**config.mk**
```make
export PLATFORM = sky130hd
export DESIGN_NAME = seq16_en_counter
export DESIGN_NICKNAME = d
export VERILOG_FILES = /design/src/rtl/seq16_en_counter.sv
export SDC_FILE = /design/constraint.sdc
export NUM_CORES = 1
export LEC_CHECK = 0
export BUFFER_PORTS_ARGS = -buffer_cell sky130_fd_sc_hd__buf_4
export CORE_MARGIN = 2
export CORE_UTILIZATION = 40
export DETAILED_ROUTE_END_ITERATION = 12
export MAX_ROUTING_LAYER = met4
export PLACE_DENSITY = 0.78
export SLEW_MARGIN = 20
export SYNTH_ARGS = -nofsm -noshare
export SYNTH_HDL_FRONTEND = slang
export SYNTH_SLANG_ARGS = --single-unit
```
**constraint.sdc**
```tcl
create_clock -name clk -period 2.2 [get_ports clk]
set_clock_uncertainty 0.15 [all_clocks]
set_input_delay 0.11 -clock clk [delete_from_list [all_inputs] [get_ports clk]]
set_output_delay 0.11 -clock clk [all_outputs]
set_load 0.005 [all_outputs]
```
**src/rtl/seq16_en_counter.sv**
```systemverilog
// seq16_en_counter: golden 16-bit up-counter with enable and active-low clear.
// The counter is mapped onto a 24-bit user I/O bank. Control bits come in on
// io_in, the count goes out on io_out, and io_oeb fixes each pad's direction
// (low half driven, high half input). A fabric bitstream with the same
// function is compared against this block every cycle, so io_out comes
// straight from the count register and io_oeb is a constant.

// Assertion checker for the counter. It is instantiated by the top module.
module seq16_en_counter_chk #(
  parameter int unsigned WIDTH    = 16,
  parameter int unsigned IO_WIDTH = 24,
  parameter int unsigned EN_BIT   = 23,
  parameter int unsigned CLRN_BIT = 22
) (
  input logic                clk,
  input logic                rst,
  input logic [IO_WIDTH-1:0] io_out,
  input logic [IO_WIDTH-1:0] io_oeb
);

  localparam logic [IO_WIDTH-1:0] OEB_EXP = {{(IO_WIDTH-WIDTH){1'b1}}, {WIDTH{1'b0}}};

  // The counter must fit inside the bank, leaving room for the control pads.
  a_width_fits: assert property (@(posedge clk) (WIDTH < IO_WIDTH));

  // The enable pad is an input pad above the counter field.
  a_en_bit_range: assert property (@(posedge clk) ((EN_BIT >= WIDTH) && (EN_BIT < IO_WIDTH)));

  // The clear pad is an input pad above the counter field.
  a_clrn_bit_range: assert property (@(posedge clk) ((CLRN_BIT >= WIDTH) && (CLRN_BIT < IO_WIDTH)));

  // The enable and clear controls must sit on distinct pads.
  a_ctrl_distinct: assert property (@(posedge clk) (EN_BIT != CLRN_BIT));

  // Pad directions never change.
  a_oeb_const: assert property (@(posedge clk) (io_oeb == OEB_EXP));

  // The pads above the counter field never drive a one.
  a_out_upper_zero: assert property (@(posedge clk) (io_out[IO_WIDTH-1:WIDTH] == '0));

  // The count is zero on the edge after a reset.
  a_rst_zero: assert property (@(posedge clk) rst |=> (io_out[WIDTH-1:0] == '0));

endmodule

// Top-level counter mapped onto the user I/O bank.
module seq16_en_counter #(
  parameter int unsigned WIDTH    = 16,
  parameter int unsigned IO_WIDTH = 24,
  parameter int unsigned EN_BIT   = 23,
  parameter int unsigned CLRN_BIT = 22
) (
  input  logic                clk,
  input  logic                rst,
  input  logic [IO_WIDTH-1:0] io_in,
  output logic [IO_WIDTH-1:0] io_out,
  output logic [IO_WIDTH-1:0] io_oeb
);

  localparam logic [WIDTH-1:0] CNT_ONE  = {{(WIDTH-1){1'b0}}, 1'b1};
  localparam logic [WIDTH-1:0] CNT_ZERO = {WIDTH{1'b0}};

  logic [WIDTH-1:0] cnt_q;
  logic [WIDTH-1:0] cnt_d;
  logic             en_s;
  logic             clrn_s;
  logic             unused_io_in_s;

  // io_in is synchronous to clk, so the control pads are used without a synchronizer.
  assign en_s   = io_in[EN_BIT];
  assign clrn_s = io_in[CLRN_BIT];

  // The remaining pad inputs have no function in this design.
  assign unused_io_in_s = ^io_in;

  // Next count: clear beats enable, and increment wraps modulo 2^WIDTH.
  always_comb begin
    cnt_d = cnt_q;
    case ({clrn_s, en_s})
      2'b00:   cnt_d = CNT_ZERO;
      2'b01:   cnt_d = CNT_ZERO;
      2'b10:   cnt_d = cnt_q;
      2'b11:   cnt_d = cnt_q + CNT_ONE;
      default: cnt_d = CNT_ZERO;
    endcase
  end

  // Count register with synchronous reset, which takes priority over everything else.
  always_ff @(posedge clk) begin
    if (rst) begin
      cnt_q <= CNT_ZERO;
    end else begin
      cnt_q <= cnt_d;
    end
  end

  // Pad mapping: the count drives the low pads, and the upper pads are inputs that drive zero.
  for (genvar i = 0; i < IO_WIDTH; i++) begin : g_io_map
    if (i < WIDTH) begin : g_out_pad
      assign io_out[i] = cnt_q[i];
      assign io_oeb[i] = 1'b0;
    end else begin : g_in_pad
      assign io_out[i] = 1'b0;
      assign io_oeb[i] = 1'b1;
    end
  end

  seq16_en_counter_chk #(
    .WIDTH    (WIDTH),
    .IO_WIDTH (IO_WIDTH),
    .EN_BIT   (EN_BIT),
    .CLRN_BIT (CLRN_BIT)
  ) u_chk (
    .clk    (clk),
    .rst    (rst),
    .io_out (io_out),
    .io_oeb (io_oeb)
  );

endmodule

```
# Word-level counts from Yosys, hierarchy flattened
# Cells that the tools add are included.
# totals
word_cells	8
in_bits	26
regBits	16
# classes
addsub	1
eq_ne	3
n_reduce_logical	2
mux	1
# op_table
cell	count
$pmux 16 s2	1
$add 16x1->16 const B	1
$eq 2x2->1 const B	2
$eq 2x1->1 const B	1
$logic_not 2->1	1
$reduce_or 2->1	1

# Longest topological paths before layout
# Gate-level depths: netlist of the first run.
# depth
word_depth	3
ltp_mapped	5
mapped_depth_nobuf	4

# Least setup slack after synthesis of the first run
# OpenSTA, ideal clock, no wires.
# synth_timing
path_kind	register to register
from	register cnt_q[0]
to	register cnt_q[10]
path_buffers	0
slack_ns	0.602
synth_period_minus_slack_ns	1.598
stages_incl_launch_ff	5
arrival_ns	1.377
setup_time_ns	0.071
required_ns	1.979
path_cell_list	dfxtp_1 -> ha_1 -> nand3_2 -> or4_1 -> a21oi_1
# synth_via
elab_chain_cells	2
# synth_rtl
element	line	source
from (decl)	63	logic [WIDTH-1:0] cnt_q;
from (signal assigned)	93	cnt_q <= cnt_d;
$add 16x1->16	83	2'b11: cnt_d = cnt_q + CNT_ONE;
$pmux 16 s2	79	case ({clrn_s, en_s})
# Every way passes these cells.
# A chain may end at the register's enable or synchronous reset.

# Final worst setup path of the first run
# Ends and elaborated chain as after synthesis.

==> summary.md, run 1 <==
| Metric | Value |
|---|---|
| Net Sw Frac | `~22%` |
| Ports | `74` |
| Ys async rst share | `0%` |
| Tot GR Track Use | `12.63%` |
| Hold Slack | `around 0.075 ns` |
| DIE HEIGHT | `54.77 um` |
| Max Slew Vio Count | `0` |
| Sequential area share after synthesis | `31.07%` |
| Avg WL per Cell | `10.76 um` |
| Final hold violation count | `0` |
| Cell taking the most area after synthesis | `dfxtp_1` |
| Critical Path RT | `between 2 and 2.5 ns` |
| Root buffer cell | `clkbuf_4` |
| First-pass iteration count of the detailed router | `4` |
| Hold depth | `3` |
| Synthesized area | `between 1000 and 1500 um2` |
| Gate Count Post-Synth | `between 100 and 150` |
| Max FFs per register | `16` |
| Min Tclk post-route | `1.728 ns` |
| Top-area cell type share of the netlist area | `a little under a third` |
| Cell area power density | `471.6 nW/um2` |
| Unrepaired setup endpoints after global routing | `false` |
| Die X | `approximately 55 um` |
| Iteration-0 DRC Markers | `17` |
| Critical R2R Capture | `cnt_q[10]$_SDFFE_PP0P_` |
| Clock share of power | `a little over a third` |
| Clock Pin Slew Worst Setup and Hold Paths | `about 0.09 ns` |
| Worst R2R Start | `cnt_q[0]$_SDFFE_PP0P_` |
| Net Sw Power | `0.1144 mW` |
| WL met3 | `115 um` |
| Combinational power share | `6.8%` |
| Hold Path Sink | `cnt_q[7]$_SDFFE_PP0P_` |
| CTS tree | `yes` |
| Starting density of the core | `42.00%` |
| Regs by FF count | `cnt_q x16` |
| Post-DP HPWL | `1419 um` |
| DR DRC count | `0` |
| F_max | `0.5787 GHz` |
| CTS buffer count | `3` |
| Share of layout cells above drive strength 1 | `21.01%` |
| Metal2 WL | `963 um` |
| Maximum vdd drop | `259.2 uV` |
| Sequential power share | `between 50% and 60%` |
| Relative slew margins | `55.55%` |
| Crit Path Category | `flip-flop to flip-flop` |
| Post-route antenna net violation count | `0` |
| Hold Path Class | `primary input to flip-flop` |
| #FFs+latches synth | `16` |
| Synth Area per Inst | `between 8 and 9 um2` |
| # rows | `18` |
| Final core occ | `44.60%` |
| Pint | `0.4019 mW` |
| Worst-Skew Late Latency | `0.28 ns` |
| Core area | `2455 um2` |
| Initial antenna violation count | `0` |
| Number of H-tree levels | `1` |
| Cell area after layout | `1095 um2` |
| Clock Sinks | `16` |
| Drt total wl | `1808 um` |
| Top reg by flops | `cnt_q` |
| CP Capture Type | `flip-flop` |
| Max Cap Viol | `0` |
| FF-to-FF path depth | `4` |
| Placed instance area | `roughly 1000 um2` |
| Vias in the first global route | `611` |
| Diode count | `0` |
| Synth Flop Type | `dfxtp_1` |
| Reg2reg setup slack | `about 0.47 ns` |
| Leak | `0.4473 nW` |
| Port Buffer Count | `19` |
| Vias/cell | `around 4.8` |
| Hold Path Origin | `rst` |
| Final nets | `around 170` |
| Wl on met1 | `approximately 700 um` |
| Fin crit share | `78.55%` |
| Post-synth cell types | `31` |
| Placed insts | `163` |
| Crit Path Max Fanout | `8` |
| CP arrival | `about 1.8 ns` |
| CTS Buffer Depth | `2` |
| Largest net degree at the start of global routing | `15` |
| Status | `finished clean` |
| Final Wtd Congestion | `approximately 0.74` |
| Post-synth EDFFs | `0` |
| Total grt overflow | `0` |
| DR vias | `803` |
| Setup TNS | `0 ns` |
| Setup Viol. Count Final | `0` |
| Synth Warn # | `0` |
| Post-route insts no fill | `roughly 170` |
| Total die area | `3000 um2` |
| CP Launch Type | `flip-flop` |
| Worst slew pin tran | `0.6654 ns` |
| First-pass GRT wire length | `2656 um` |
| Synth-to-Final Area Change | `6.189%` |
| Top sig layer | `met4` |
| Top cells by area, synth | `dfxtp_1 31%, buf_4 23%, mux2i_1 4.9%, a21oi_1 3.4%, nand2_1 3.3%` |
power by group through the flow:
stage                     sequential, mW  combinational [mW]  clock, mW
after global routing               0.293              0.0414      0.210
after global placement             0.299              0.0317          0
after floorplan                    0.299              0.0676          0
after detailed placement           0.299              0.0330          0
after CTS                          0.293              0.0344      0.193
final                              0.292              0.0353      0.189
layout by cell type, fill, tap and decap left out:
master          n
o31ai_1         4
or4_1           4
nand2_1         9
nand3_2         1
mux2i_1         5
o21ai_0         2
nand3_1         3
or3_1           1
nand4_1         3
nand2b_1        5
xnor2_1         1
nor2b_1         1
nor4_2          1
clkbuf_4        3
nor2_1          4
or3_2           1
clkbuf_8        1
nand4_2         2
or2_2           1
inv_1           2
buf_4          19
nor4_1          3
o21a_1          2
a21oi_1         7
ha_1            1
nor3_1          1
dlygate4sd3_1   1
conb_1         32
xor2_1          2
dfxtp_1        16
cell usage after synthesis, types with 2 or more instances:
cell type / count
nand2b_1: 5
a21oi_1: 7
o21a_1: 2
buf_4: 32
nor2_1: 4
nor4_1: 3
nand3_1: 3
dfxtp_1: 16
xor2_1: 2
o31ai_1: 4
nand2_1: 9
o21ai_0: 2
mux2i_1: 5
nand4_2: 2
nand4_1: 3
or4_1: 4
inv_1: 2
buf_6: 2
conb_1: 2
metrics by stage:
step                total power [mW]  worst slack, ns
finish                        0.5163           0.4720
global route                  0.5439           0.3192
CTS                           0.5197           0.4503
detailed placement            0.3322           0.4793
global placement              0.3308           0.5219
floorplan                     0.3667           0.6021
worst max path at each step:
stage,start,endpoint,slack (ns),depth (start not counted)
after floorplan,cnt_q[0]$_SDFFE_PP0P_,cnt_q[10]$_SDFFE_PP0P_,0.60,4
after global placement,cnt_q[0]$_SDFFE_PP0P_,cnt_q[10]$_SDFFE_PP0P_,0.52,4
final,cnt_q[0]$_SDFFE_PP0P_,cnt_q[10]$_SDFFE_PP0P_,0.47,4
after detailed placement,cnt_q[0]$_SDFFE_PP0P_,cnt_q[10]$_SDFFE_PP0P_,0.48,4
after CTS,cnt_q[0]$_SDFFE_PP0P_,cnt_q[10]$_SDFFE_PP0P_,0.45,4
after global routing,cnt_q[3]$_SDFFE_PP0P_,cnt_q[9]$_SDFFE_PP0P_,0.32,3
worst max-delay path: stages (launching register included):
cell and delay (ns):
dfxtp_1 0.42, ha_1 0.23, nand3_2 0.18, or4_1 0.54, a21oi_1 0.14
cell type report:
class / instances / area [um2]
Fill cell: 244 / 1360
Multi-Input combinational cell: 96 / 540.5
Sequential cell: 16 / 320.3
Timing Repair Buffer: 20 / 152.6
Tap cell: 30 / 37.54
Clock buffer: 4 / 36.28
Inverter: 2 / 7.507
kinds of logic (layout without fill, tap and decap cells):
logic type / count (synthesis) / after routing / share of synthesized area [%]
and+or+nand+nor: 40 / 40 / 23.42
adders and majority gates: 1 / 1 / 1.213
other: 2 / 32 / 0.7284
xor gates and xnor gates: 3 / 3 / 2.549
DFF: 16 / 16 / 31.07
AOI/OAI and AO/OA: 15 / 15 / 8.737
buffers and inverters: 39 / 26 / 27.43
muxes: 5 / 5 / 4.855
layer usage:
layer	vias up	GRT usage, %
met5	-	-
met4	0	5.000
met3	2	2.459
met2	32	20.44
met1	382	15.33
li1	387	-
what timing repair did:
| item | 4_1_cts | 5_1_grt |
|---|---|---|
| resized for setup | 0 | 0 |
| hold buffers | 1 | 0 |
| buffers inserted | 0 | 0 |
| hold endpoints to repair | 2 | 0 |
Note: power is estimated with default switching activity, not from simulation.
==> run 2, diff against run 1 <==
Settings changed: ABC_AREA from default to 1, CORE_UTILIZATION 40 to 41, PLACE_DENSITY 0.78 to 0.79.
Clock period 2.2 ns to 1.6 ns, I/O delays scaled along.
==> run 2 against run 1 <==
Net effect: non-clock buffer count grew 3; fmax grew 20%; power grew 40%; cell area grew 7.4%; largest power group unchanged; utilization grew 2.9 points; count of clock-buffer cells in the layout is the same; wire length shrank 5.0%; critical endpoint unchanged.
==> summary.md, run 2 <==
| Metric | Value |
|---|---|
| Number of buffers and inverters on the critical path | `0 (unchanged)` |
| Max Slew Vio Count | `0 (unchanged)` |
| Placed instance area | `1130 um2 (+7.8%)` |
| Unrepaired setup endpoints after global routing | `false` |
| Ports | `74 (unchanged)` |
| Worst R2R Start | `cnt_q[1]$_SDFFE_PP0P_` |
| Min Tclk post-route | `1.434 ns (-0.2940 ns)` |
| Vias/cell | `4.223 (-12%)` |
| Top-count cell post-synth | `buf_4` |
| Clock Pin Slew Worst Setup and Hold Paths | `0.10 ns (about the same)` |
| Tot GR Track Use | `14.20% (+1.6 points)` |
| Clock Sinks | `16 (unchanged)` |
| Final Wtd Congestion | `0.7316 (-0.91%)` |
| Share of layout cells above drive strength 1 | `23.30% (+2.3 points)` |
| Drt total wl | `1718 um (-5.0%)` |
| CTS Buffer Depth | `2 (unchanged)` |
| Worst-Skew Late Latency | `0.29 ns (about the same)` |
| Critical Path RT | `1.64 ns (-0.62 ns)` |
| Total die area | `3027 um2 (+0.92%)` |
| Crit Path Max Fanout | `4 (-4)` |
| Avg WL per Cell | `8.340 um (-23%)` |
| Vias in the first global route | `743 (+22%)` |
| Hold Path Sink | `cnt_q[9]$_SDFFE_PP0P_` |
| Ys async rst share | `0% (unchanged)` |
| Post-route antenna net violation count | `0 (unchanged)` |
| Final hold violation count | `0 (unchanged)` |
| Starting density of the core | `43.08% (+1.1 points)` |
| Hold Path Origin | `rst` |
| Most common cell after layout, fill and taps aside | `conb_1` |
| Top-area cell type share of the netlist area | `30.01% (-1.1 points)` |
| Final nets | `204 (+23%)` |
| Die X | `55.02 um (+0.46%)` |
| Number of H-tree levels | `1 (unchanged)` |
| Cell area after layout | `1176 um2 (+7.4%)` |
| Initial antenna violation count | `0 (unchanged)` |
| FF-to-FF path depth | `6 (+2)` |
| Crit path cell chain | `ha_1, nand3_1, nor2_2, nand2_1, o21ai_0, nor2_1` |
| Max Cap Viol | `0 (unchanged)` |
| Post-synth EDFFs | `0 (unchanged)` |
| Hold depth | `5 (+2)` |
| CTS tree | `yes` |
| Critical-path top delay cell | `dfxtp_1` |
| Sequential area share after synthesis | `30.01% (-1.1 points)` |
| Post-synth top cells | `33 x buf_4, 23 x nand2_1, 18 x nor2_1` |
| Core area | `2477 um2 (+0.92%)` |
| Critical R2R Capture | `cnt_q[10]$_SDFFE_PP0P_` |
| Port Buffer Count | `19 (unchanged)` |
| Cell area power density | `614.8 nW/um2 (+30%)` |
| CTS buffer count | `3 (unchanged)` |
| Post-CTS Setup Bufs | `0 (unchanged)` |
| Diode count | `0 (unchanged)` |
| # rows | `18 (unchanged)` |
| Total grt overflow | `0 (unchanged)` |
| F_max | `0.6973 GHz (+20%)` |
| Setup Viol. Count Final | `0 (unchanged)` |
| Max FFs per register | `16 (unchanged)` |
| Reg2reg setup slack | `0.17 ns (-0.31 ns)` |
| Cell taking the most area after synthesis | `dfxtp_1` |
| First-pass iteration count of the detailed router | `4 (unchanged)` |
| Cell family with most CP delay | `simple AND/OR/NAND/NOR gates` |
| Hold Path Class | `primary input to flip-flop` |
| Synth Warn # | `0 (unchanged)` |
| Hold Slack | `0.06545 ns (-0.009692 ns)` |
| Crit Path Category | `flip-flop to flip-flop` |
| Most frequent cells in the layout | `32 x conb_1, 23 x nand2_1, 22 x buf_4` |
| Filler cell count in the final layout | `257 (+5.3%)` |
| Largest net degree at the start of global routing | `17 (+2)` |
| CP Capture Type | `flip-flop` |
| CP Launch Type | `flip-flop` |
| Iteration-0 DRC Markers | `10 (-7)` |
| CP peak stage delay | `0.39 ns (-0.15 ns)` |
| Synthesized area | `1067 um2 (+3.5%)` |
| Top cells by area, synth | `dfxtp_1 30%, buf_4 23%, nand2_1 8.1%, nor2_1 6.3%, inv_1 5.6%` |
| Fin crit share | `89.63% (+11 points)` |
| Synth Flop Type | `dfxtp_1` |
| Post-DP HPWL | `1365 um (-3.8%)` |
| Post-synth cell types | `23 (-26%)` |
| DIE HEIGHT | `55.02 um (+0.46%)` |
| Gate Count Post-Synth | `153 (+26%)` |
| Synth-to-Final Area Change | `10.20%` |
| Root buffer cell | `clkbuf_4` |
| Status | `finished clean` |
| Leak | `0.5523 nW (+23%)` |
| #FFs+latches synth | `16 (unchanged)` |
| DR DRC count | `0 (unchanged)` |
| Top reg by flops | `cnt_q` |
| Synth Area per Inst | `6.976 um2 (-18%)` |
| DR vias | `870 (+8.3%)` |
| CP arrival | `1.48 ns (-0.31 ns)` |
| First-pass GRT wire length | `3015 um (+14%)` |
| Regs by FF count | `cnt_q x16` |
| Maximum vdd drop | `568.0 uV (+120%)` |
| Setup TNS | `0 ns (unchanged)` |
[run 2: area by class of cell]
| type | instances | area (um2) | share of cell area, % |
|---|---|---|---|
| multi-input cells | 115 | 539.3 | 45.85 |
| flip-flops and latches | 16 | 320.3 | 27.23 |
| repair buffers | 23 | 175.2 | 14.89 |
| inverters | 18 | 67.56 | 5.745 |
| well taps | 30 | 37.54 | 3.191 |
| clock buffers | 4 | 36.28 | 3.085 |
[run 2: how the worst max path moves through the flow]
stage / start / to / cells after the start
finish: cnt_q[1]$_SDFFE_PP0P_ / cnt_q[10]$_SDFFE_PP0P_ / 6
global route: cnt_q[1]$_SDFFE_PP0P_ / cnt_q[10]$_SDFFE_PP0P_ / 6
CTS: cnt_q[1]$_SDFFE_PP0P_ / cnt_q[10]$_SDFFE_PP0P_ / 6
detailed placement: cnt_q[1]$_SDFFE_PP0P_ / cnt_q[10]$_SDFFE_PP0P_ / 6
global placement: cnt_q[1]$_SDFFE_PP0P_ / cnt_q[10]$_SDFFE_PP0P_ / 6
floorplan: cnt_q[1]$_SDFFE_PP0P_ / cnt_q[8]$_SDFFE_PP0P_ / 8
[run 2: cells by family after synthesis]
family          after synthesis  share of synthesized area, %
compound gates               20                         10.67
simple gates                 62                         27.43
flops                        16                         30.01
fa+ha+maj                     1                         1.172
other cells                   2                        0.7037
buf+inv                      52                         30.01
[run 2: metrics by stage]
stage	total power, mW	util, %	setup WS [ns]	std cells
2_1_floorplan	0.5060	-	0.2247	183
3_3_place_gp	0.4620	45.61	0.1987	201
3_5_place_dp	0.4626	45.61	0.1821	201
4_1_cts	0.7284	47.47	0.1614	206
5_1_grt	0.7612	47.47	0.01303	206
6_report	0.7231	47.47	0.1659	206
[run 2: metal layers]
layer  vias to the layer above  track usage, %  part of all wire (%)
met5                         -               -                     0
met4                         0           3.659                  0.76
met3                         2           5.645                   8.1
met2                        35           23.21                    46
met1                       379           16.20                    45
li1                        454               -                     -
[run 2: tightest hold or removal path, delay by kind of cell]
| family | cells | cell delay, ns |
|---|---|---|
| buffers and inverters | 2 | 0.24 |
| and+or+nand+nor | 3 | 0.14 |
[run 2: power by group]
group / switching [mW] / leakage, nW / internal (mW)
clock network: 0.128 / 0.0210 / 0.139
registers: 0.00246 / 0.129 / 0.400
logic: 0.0371 / 0.402 / 0.0169
total: 0.167 / 0.552 / 0.556
[run 2: what timing repair did]
item / in CTS / in global routing
resized for setup: 0 / 0
hold endpoints to repair: 4 / 0
setup endpoints to repair: 0 / 0
hold buffers: 1 / 0
==> run 3, diff against run 2 <==
Settings changed: PLACE_DENSITY 0.79 to 0.86.
==> run 3 against run 2 <==
Net effect: utilization unchanged; power is 1.1% higher; sequential power about the same; count of clock-buffer cells in the layout did not move; wire length increased by 5.6%.
==> summary.md, run 3 (synthesized netlist as in run 2, its figures left out) <==
| Metric | Value |
|---|---|
| Leak | `0.5523 nW (unchanged)` |
| First-pass GRT wire length | `2918 um (-3.2%)` |
| Final setup margin | `0.1671 ns (+0.001122 ns)` |
| Final Wtd Congestion | `0.7470 (+2.1%)` |
| Max FFs per register | `16 (unchanged)` |
| Share of layout cells above drive strength 1 | `23.30% (unchanged)` |
| Reg2reg setup slack | `0.17 ns (about the same)` |
| Placed instance area | `1130 um2 (unchanged)` |
| # rows | `18 (unchanged)` |
| Most frequent cells in the layout | `32 x conb_1, 23 x nand2_1, 22 x buf_4` |
| Combinational power share | `7.4% (about the same)` |
| First-pass iteration count of the detailed router | `4 (unchanged)` |
| Status | `finished clean` |
| Maximum vdd drop | `349.8 uV (-38%)` |
| Hold Path Class | `primary input to flip-flop` |
| Crit Path Max Fanout | `4 (unchanged)` |
| CTS Buffer Depth | `2 (unchanged)` |
| FF-to-FF path depth | `6 (unchanged)` |
| CP Launch Type | `flip-flop` |
| Diode count | `0 (unchanged)` |
| Final nets | `204 (unchanged)` |
| DR DRC count | `0 (unchanged)` |
| Tot GR Track Use | `14.08% (-0.12 points)` |
| Final hold violation count | `0 (unchanged)` |
| Initial antenna violation count | `0 (unchanged)` |
| Vias/cell | `4.282 (+1.4%)` |
| CP Capture Type | `flip-flop` |
| Sequential power share | `55.1% (-0.6 points)` |
| Wl on met1 | `811 um (+4.9%)` |
| Top reg by flops | `cnt_q` |
| Starting density of the core | `43.08% (unchanged)` |
| Ports | `74 (unchanged)` |
| Top sig layer | `met4` |
| Hold Buf Count CTS | `1 (unchanged)` |
| WL met3 | `148 um (+5.7%)` |
| Max Cap Viol | `0 (unchanged)` |
| Synth-to-Final Area Change | `10.20% (unchanged)` |
| F_max | `0.6979 GHz (about the same)` |
| Clock Pin Slew Worst Setup and Hold Paths | `0.10 ns (about the same)` |
| Largest net degree at the start of global routing | `17 (unchanged)` |
| Post-CTS Setup Bufs | `0 (unchanged)` |
| Die X | `55.02 um (unchanged)` |
| Clock share of power | `37.5% (+0.7 points)` |
| Total grt overflow | `0 (unchanged)` |
| DIE HEIGHT | `55.02 um (unchanged)` |
| CTS buffer count | `3 (unchanged)` |
| Unrepaired setup endpoints after global routing | `false` |
| Clock Sinks | `16 (unchanged)` |
| Metal2 WL | `815 um (+3.2%)` |
| Root buffer cell | `clkbuf_4` |
| Total die area | `3027 um2 (unchanged)` |
| Fin crit share | `89.56% (about the same)` |
| Filler cell count in the final layout | `262 (+1.9%)` |
| Hold depth | `5 (unchanged)` |
| Iteration-0 DRC Markers | `10 (unchanged)` |
| Critical Path RT | `1.64 ns (about the same)` |
| Setup TNS | `0 ns (unchanged)` |
| Regs by FF count | `cnt_q x16` |
| CTS tree | `yes` |
| Post-route antenna net violation count | `0 (unchanged)` |
| Net Sw Power | `0.1750 mW (+4.6%)` |
| DR vias | `882 (+1.4%)` |
| Cell area power density | `621.4 nW/um2 (+1.1%)` |
| Place WS | `0.1919 ns (+0.009721 ns)` |
| CTS resizes | `0 (unchanged)` |
| Setup Viol. Count Final | `0 (unchanged)` |
| Core area | `2477 um2 (unchanged)` |
| Cell area after layout | `1176 um2 (unchanged)` |
| Max Slew Vio Count | `0 (unchanged)` |
| Area of the multi-input gates | `539.3 um2 (unchanged)` |
| CP arrival | `1.47 ns (about the same)` |
| Pint | `0.5558 mW (about the same)` |
| Post-route insts no fill | `206 (unchanged)` |
| Drt total wl | `1815 um (+5.6%)` |
| Number of H-tree levels | `1 (unchanged)` |
| FF/Latch Area | `320.3 um2 (unchanged)` |
| Worst-Skew Late Latency | `0.29 ns (about the same)` |
| Min Tclk post-route | `1.433 ns (-0.001122 ns)` |
| Placed insts | `201 (unchanged)` |
| Most common cell after layout, fill and taps aside | `conb_1` |
| Crit Path Category | `flip-flop to flip-flop` |
| Port Buffer Count | `19 (unchanged)` |
| Avg WL per Cell | `8.811 um (+5.6%)` |
| Post-DP HPWL | `1415 um (+3.6%)` |
| Final core occ | `47.47% (unchanged)` |
| Net Sw Frac | `23.95% (+0.80 points)` |
| Vias in the first global route | `693 (-6.7%)` |
run 3: cell counts in the layout (fill, tap and decap cells not counted):
No cell type changed its count.
run 3: path summary, 6_finish.rpt:
| check | endpoint | start |
|---|---|---|
| setup / recovery | cnt_q[10]$_SDFFE_PP0P_ | cnt_q[1]$_SDFFE_PP0P_ |
| hold / removal | cnt_q[0]$_SDFFE_PP0P_ | rst |
| setup reg to reg | cnt_q[10]$_SDFFE_PP0P_ | cnt_q[1]$_SDFFE_PP0P_ |
| hold reg to reg | cnt_q[7]$_SDFFE_PP0P_ | cnt_q[7]$_SDFFE_PP0P_ |
run 3: area by class of cell:
| class | instances | share of cell area (%) |
|---|---|---|
| Inverter | 18 | 5.745 |
| Multi-Input combinational cell | 115 | 45.85 |
| Clock buffer | 4 | 3.085 |
| Tap cell | 30 | 3.191 |
| Sequential cell | 16 | 27.23 |
| Timing Repair Buffer | 23 | 14.89 |
run 3: through the flow:
step           hold WS, ns  power (mW)
6_report           0.05366      0.7309
2_1_floorplan       0.1500      0.5060
3_5_place_dp        0.2153      0.4625
5_1_grt            0.07463      0.7741
3_3_place_gp        0.2080      0.4619
4_1_cts            0.04529      0.7387
run 3: routing by layer:
metal / up-vias / track usage [%]
li1: 458 / -
met1: 377 / 17.51
met2: 43 / 20.63
met3: 4 / 2.419
met4: 0 / 9.756
met5: - / -
run 3: worst max-delay path, stage by stage, from the launching register on:
cell and delay, ns:
dfxtp_1 0.39, ha_1 0.19, nand3_1 0.09, nor2_2 0.19
nand2_1 0.10, o21ai_0 0.16, nor2_1 0.06
run 3: power by group through the flow:
stage / registers, mW / logic (mW) / clock network, mW
after floorplan: 0.412 / 0.0941 / 0
after global placement: 0.412 / 0.0499 / 0
after detailed placement: 0.412 / 0.0507 / 0
after CTS: 0.403 / 0.0525 / 0.284
after global routing: 0.403 / 0.0673 / 0.303
final: 0.403 / 0.0539 / 0.274
